File: config.mk
export PLATFORM = sky130hd
export DESIGN_NAME = nibble_packer
export DESIGN_NICKNAME = d
export VERILOG_FILES = /design/src/rtl/nibble_pkg.sv /design/src/rtl/nibble_packer_word_slot.sv /design/src/rtl/nibble_packer.sv
export SDC_FILE = /design/constraint.sdc
export NUM_CORES = 1
export LEC_CHECK = 0
export CAP_MARGIN = 40
export CORE_MARGIN = 2
export CORE_UTILIZATION = 45
export DETAILED_ROUTE_END_ITERATION = 10
export MAX_ROUTING_LAYER = met4
export PLACE_DENSITY = 0.7
export SYNTH_ARGS = -nofsm -noshare
export SYNTH_HDL_FRONTEND = slang
export SYNTH_HIERARCHICAL = 1
export SYNTH_SLANG_ARGS = --single-unit
export TNS_END_PERCENT = 50
File: constraint.sdc
create_clock -name clk -period 2 [get_ports clk]
set_input_delay 0.2 -clock clk [delete_from_list [all_inputs] [get_ports clk]]
set_output_delay 0.2 -clock clk [all_outputs]
set_load 0.005 [all_outputs]
File: src/rtl/nibble_pkg.sv
// nibble_pkg: shared constants, types and helpers for the nibble packer.
//   NIBBLE_W / NIBBLES / PAD  - nibble width, nibbles per word, fill value
//   nibble_t / word_t / count_t - data types for one nibble, a packed word, a fill count
//   pack_state_t               - packer FSM states
//   put_nibble()               - write one nibble into a word slot
package nibble_pkg;

  localparam int NIBBLE_W = 4;
  localparam int NIBBLES  = 4;
  localparam logic [3:0] PAD = 4'hF;

  typedef logic [3:0]  nibble_t;
  typedef logic [15:0] word_t;
  typedef logic [2:0]  count_t;

  typedef enum logic {
    FILL = 1'b0,
    HOLD = 1'b1
  } pack_state_t;

  // A word with every slot holding the fill value.
  localparam word_t PAD_WORD = {NIBBLES{PAD}};

  // Return w with slot idx replaced by n; the other slots are untouched.
  function automatic word_t put_nibble(word_t w, logic [1:0] idx, nibble_t n);
    word_t r;
    r = w;
    case (idx)
      2'd0:    r[3:0]   = n;
      2'd1:    r[7:4]   = n;
      2'd2:    r[11:8]  = n;
      2'd3:    r[15:12] = n;
      default: r = w;
    endcase
    return r;
  endfunction

endpackage

File: src/rtl/nibble_packer_word_slot.sv
// word_slot: single-entry valid/ready output register for a packed word.
//   clk, rst        - clock, asynchronous active-high reset
//   load            - capture load_word/load_count this edge (wins over drain)
//   load_word/count - word and nibble count to capture
//   drain_ready     - consumer accepts the held word this edge
//   valid/word/count- registered output entry
//   free            - slot can take a new word this edge (empty or draining)
module word_slot
  import nibble_pkg::*;
(
  input  logic   clk,
  input  logic   rst,
  input  logic   load,
  input  word_t  load_word,
  input  count_t load_count,
  input  logic   drain_ready,
  output logic   valid,
  output word_t  word,
  output count_t count,
  output logic   free
);

  logic   valid_q, valid_d;
  word_t  word_q,  word_d;
  count_t count_q, count_d;

  // Next-state for the slot: a load refills it, a drain alone empties it,
  // the word/count keep their last value once drained.
  always_comb begin
    valid_d = valid_q;
    word_d  = word_q;
    count_d = count_q;
    if (load) begin
      valid_d = 1'b1;
      word_d  = load_word;
      count_d = load_count;
    end else if (valid_q && drain_ready) begin
      valid_d = 1'b0;
    end else begin
      valid_d = valid_q;
    end
  end

  // Slot registers.
  always_ff @(posedge clk or posedge rst) begin
    if (rst) begin
      valid_q <= 1'b0;
      word_q  <= PAD_WORD;
      count_q <= 3'd0;
    end else begin
      valid_q <= valid_d;
      word_q  <= word_d;
      count_q <= count_d;
    end
  end

  assign valid = valid_q;
  assign word  = word_q;
  assign count = count_q;
  assign free  = !valid_q || drain_ready;

endmodule

File: src/rtl/nibble_packer.sv
// nibble_packer: packs a serial stream of 4-bit values into 16-bit words.
//   clk, rst            - clock, asynchronous active-high reset
//   in_data/valid/last  - upstream nibble stream; last ends a short packet
//   in_ready            - nibble accepted this cycle when in_valid is high
//   out_word/count/valid- packed word (nibble k at [4k+3:4k]), real nibble count
//   out_ready           - consumer takes the word this cycle
// Unwritten slots hold PAD. The assembly register plus the output slot give
// two words of buffering; HOLD means both are full and input stalls.
module nibble_packer
  import nibble_pkg::*;
(
  input  logic        clk,
  input  logic        rst,
  input  logic [3:0]  in_data,
  input  logic        in_valid,
  input  logic        in_last,
  output logic        in_ready,
  output logic [15:0] out_word,
  output logic [2:0]  out_count,
  output logic        out_valid,
  input  logic        out_ready
);

  pack_state_t state_q, state_d;
  logic [1:0]  idx_q, idx_d;
  word_t       asm_q, asm_d;
  count_t      hold_cnt_q, hold_cnt_d;

  logic   slot_load;
  word_t  slot_word;
  count_t slot_count;
  logic   slot_free;

  logic   accept;
  logic   complete;
  word_t  filled;
  count_t fill_cnt;

  // in_ready is a function of state only, so out_ready never reaches it
  // combinationally.
  assign in_ready = (state_q == FILL) && !rst;
  assign accept   = in_valid && in_ready;
  assign complete = accept && (in_last || (idx_q == 2'd3));
  assign filled   = put_nibble(asm_q, idx_q, in_data);
  assign fill_cnt = {1'b0, idx_q} + 3'd1;

  // Packing FSM: fill the assembly register, hand off to the output slot,
  // or park a finished word in HOLD while the slot is still occupied.
  always_comb begin
    state_d    = state_q;
    idx_d      = idx_q;
    asm_d      = asm_q;
    hold_cnt_d = hold_cnt_q;
    slot_load  = 1'b0;
    slot_word  = asm_q;
    slot_count = hold_cnt_q;
    case (state_q)
      FILL: begin
        if (complete) begin
          idx_d = 2'd0;
          if (slot_free) begin
            slot_load  = 1'b1;
            slot_word  = filled;
            slot_count = fill_cnt;
            asm_d      = PAD_WORD;
          end else begin
            asm_d      = filled;
            hold_cnt_d = fill_cnt;
            state_d    = HOLD;
          end
        end else if (accept) begin
          asm_d = filled;
          idx_d = idx_q + 2'd1;
        end else begin
          state_d = FILL;
        end
      end
      HOLD: begin
        // Slot is necessarily valid here; a drain makes room for the parked word.
        if (out_valid && out_ready) begin
          slot_load  = 1'b1;
          slot_word  = asm_q;
          slot_count = hold_cnt_q;
          asm_d      = PAD_WORD;
          idx_d      = 2'd0;
          state_d    = FILL;
        end else begin
          state_d = HOLD;
        end
      end
      default: begin
        state_d = FILL;
        idx_d   = 2'd0;
        asm_d   = PAD_WORD;
      end
    endcase
  end

  // Packer state registers.
  always_ff @(posedge clk or posedge rst) begin
    if (rst) begin
      state_q    <= FILL;
      idx_q      <= 2'd0;
      asm_q      <= PAD_WORD;
      hold_cnt_q <= 3'd0;
    end else begin
      state_q    <= state_d;
      idx_q      <= idx_d;
      asm_q      <= asm_d;
      hold_cnt_q <= hold_cnt_d;
    end
  end

  word_slot u_slot (
    .clk         (clk),
    .rst         (rst),
    .load        (slot_load),
    .load_word   (slot_word),
    .load_count  (slot_count),
    .drain_ready (out_ready),
    .valid       (out_valid),
    .word        (out_word),
    .count       (out_count),
    .free        (slot_free)
  );

endmodule

==> flow_metrics.tcl <==
set metrics [dict create \
    hold_buffers 0 \
    pin_count 30 \
    period_share_pct 96.1 \
    met1_usage_pct 23.2 \
    crit_slowest_cell "dfrtp_1" \
    synth_nets 172 \
    total_power_mw 3.34 \
    slew_violations 0 \
    gr-usage-met3_pct 4.20 \
    die_area_um2 5490 \
    place_congestion 0.881 \
    instances_no_fill 276 \
    synth_top_cells_by_area "dfstp_2, mux2_4, dfrtp_1" \
    hold_viol 0 \
    wl_per_cell_um 16.7 \
    arrival_ns 2.16 \
    seqPwrFrac_pct 40.6 \
    synth_seq_cells 42 \
    fp-row-count 25 \
    clock_skew_ns 0.0103 \
    swShare_pct 27.4 \
    grt_pass1_wl_mm 7.82 \
    path_class "flop to flop" \
    p_leak_nw 1.31 \
    cp-end-kind "flop" \
    drc 0 \
    antenna_left 0 \
    grt_pass1_vias 1583 \
    crit_path_cell_trace "ha_1, o21ai_2, nor2_8, clkbuf_4, nand2_4, mux2_4, mux2_4" \
    clock_power_share_pct 22.6 \
    min_path_type "input pin to asynchronous set/reset pin" \
    drive_gt1_share_pct 51.7 \
    antenna_found_initial 0 \
    p_comb_share_pct 36.8 \
    path_max_fanout 5 \
    critPathBufInv 1 \
    layout_setup_ws_ns 0.0773 \
    die_x_um 74.1 \
    peakVddDrop_v 0.000566 \
    nets 223 \
    n_antenna_cell 0 \
    clock_path_buffers 2 \
    period_needed_ns 1.92 \
    cts.sinks 42 \
    via_per_inst 5.22 \
    ys_warn_count 6 \
    path_common_cell "mux2_4" \
    dpl_cell_area_um2 2700 \
    busiest_layer "met2" \
    max_freq_ghz 0.520 \
    drtIter0Drc 53 \
    p_sw_mw 0.914 \
    grt_usage_pct 19.7 \
    yosysTopAreaCell "dfstp_2" \
    grt_start_max_net_pins 15 \
    fillers 355 \
    port_buffers 29 \
    maxSlewHeadroom_pct 69.5 \
    postLayoutCellArea_um2 2870 \
    critPathMaxStageDelay_ns 0.40 \
    clk_pin_slew_ns 0.09 \
    coreArea_um2 4720 \
    h-tree-depth 2 \
    grt_overflow_total 0 \
    routed_wl_mm 4.62 \
    p_per_area_nw_per_um2 1160 \
    mostFrequentLayoutCells "mux2_4, dfstp_2, clkdlybuf4s50_1, buf_4, a2bb2oi_1" \
    post_synth_num_cell_types 28 \
    multiInputGateArea_um2 1070 \
    pre_cts_slack_ns -0.272 \
    startpoint_type "flop" \
    seq_area_um2 1090 \
    maxCapViolCount 0 \
    fin_tns_setup_ns 0 \
    start_util_pct 46.8 \
    netlist_instances 157 \
    place_hpwl_mm 3.42 \
    cts_tree "built" \
    synth_top_area_share_pct 38.1 \
    met2_usage_pct 32.7 \
    worstPathRequired_ns 2.24 \
    netlist_area_um2 2210 \
    area_growth_pct 30.1 \
    tightest_slew_ns 0.456 \
    synth_area_per_cell_um2 14.1 \
    r2r_setup_slack_ns 0.08 \
    cp_top_family "multiplexers" \
    dp_cells 265 \
    layout_commonest_cell "mux2_4" \
    rsz0062_at_grt "no" \
    dr_total_vias 1442 \
    seq_area_frac_synth_pct 49.4 \
    fp.dieH_um 74.1 \
    finalSetupViolCount 0 \
    cellInternalPower_mw 2.42 \
    root_buffer "clkbuf_8" \
    status "complete, no violations" \
    numCtsBuffers 5 \
    clk_latency_ns 0.30 \
    dr.pass1.iters 4 \
]
-- cell families (layout without fill, tap and decap cells) --
logic type,count (synthesis),count (layout),share of synthesized area [%]
flip-flops,42,42,49.4
AO/OA/AOI/OAI,31,31,10.4
AND/OR/NAND/NOR,32,32,9.46
adder cells (fa/ha/maj),6,6,3.40
buffers and inverters,8,60,2.38
multiplexers,38,38,25.0
-- area by class of cell --
cell class | instances | share of cell area (%)
Multi-Input combinational cell | 107 | 37.3
Clock buffer | 6 | 3.27
Inverter | 5 | 0.653
Clock inverter | 2 | 1.35
Timing Repair Buffer | 47 | 16.5
Sequential cell | 42 | 38.0
Tap cell | 67 | 2.92
-- tightest hold or removal path, delay by kind of cell --
| kind | cells | cell delay (ns) |
|---|---|---|
| buf+inv | 3 | 0.84 |
-- worst paths after layout --
path                                  startpoint  cells past startpoint                           to
setup / recovery            idx_q[0]$_DFFE_PP0P_                      7   u_slot/word[8]$_DFFE_PP1P_
hold / removal                               rst                      3  u_slot/count[2]$_DFFE_PP0P_
setup reg to reg            idx_q[0]$_DFFE_PP0P_                      7   u_slot/word[8]$_DFFE_PP1P_
hold reg to reg            asm_q[11]$_DFFE_PP1P_                      2        asm_q[11]$_DFFE_PP1P_
max in group asynchronous                    rst                      4        asm_q[15]$_DFFE_PP1P_
min in group clk           asm_q[11]$_DFFE_PP1P_                      2        asm_q[11]$_DFFE_PP1P_
-- power by group through the flow --
stage	registers [mW]	logic [mW]	clock network, mW
after floorplan	1.36	0.711	0
after global placement	1.35	1.18	0
after detailed placement	1.37	1.22	0
after CTS	1.36	1.23	0.777
after global routing	1.39	1.33	0.810
final	1.36	1.23	0.756
-- through the flow --
step                utilization [%]  hold slack [ns]
global placement               57.2            0.479
finish                         60.8            0.342
detailed placement             57.2            0.483
CTS                            60.1            0.322
global route                   60.8            0.391
floorplan                         -            0.152
-- state kept, by name (all words and copies together) (netlist names) --
register      cells
idx_q             2
u_slot/count      3
hold_cnt_q        3
u_slot/valid      1
state_q           1
asm_q            16
u_slot/word      16
-- routing by layer --
metal	share of wire [%]	vias to the layer above
li1	-	665
met1	44	718
met2	49	44
met3	4.1	15
met4	2.8	0
met5	0	-
-- Yosys cell counts (all sizes together) --
library cell,instances
mux2,38
dfstp,32
nand2,13
a2bb2oi,11
dfrtp,10
nor2,9
ha,6
o21ai,6
a21oi,5
inv,5
buf,3
nand3,3
o21a,3
o22a,3
nand2b,2
nor3b,2
a21o,1
a22oi,1
and2,1
nor3,1
o31a,1
or3b,1
-- what timing repair did --
| item | 4_1_cts | 5_1_grt |
|---|---|---|
| setup buffers | 0 | 3 |
| resized for setup | 0 | 1 |
| setup endpoints to repair | 0 | 13 |
No activity file was read; power rests on OpenSTA's default activity.
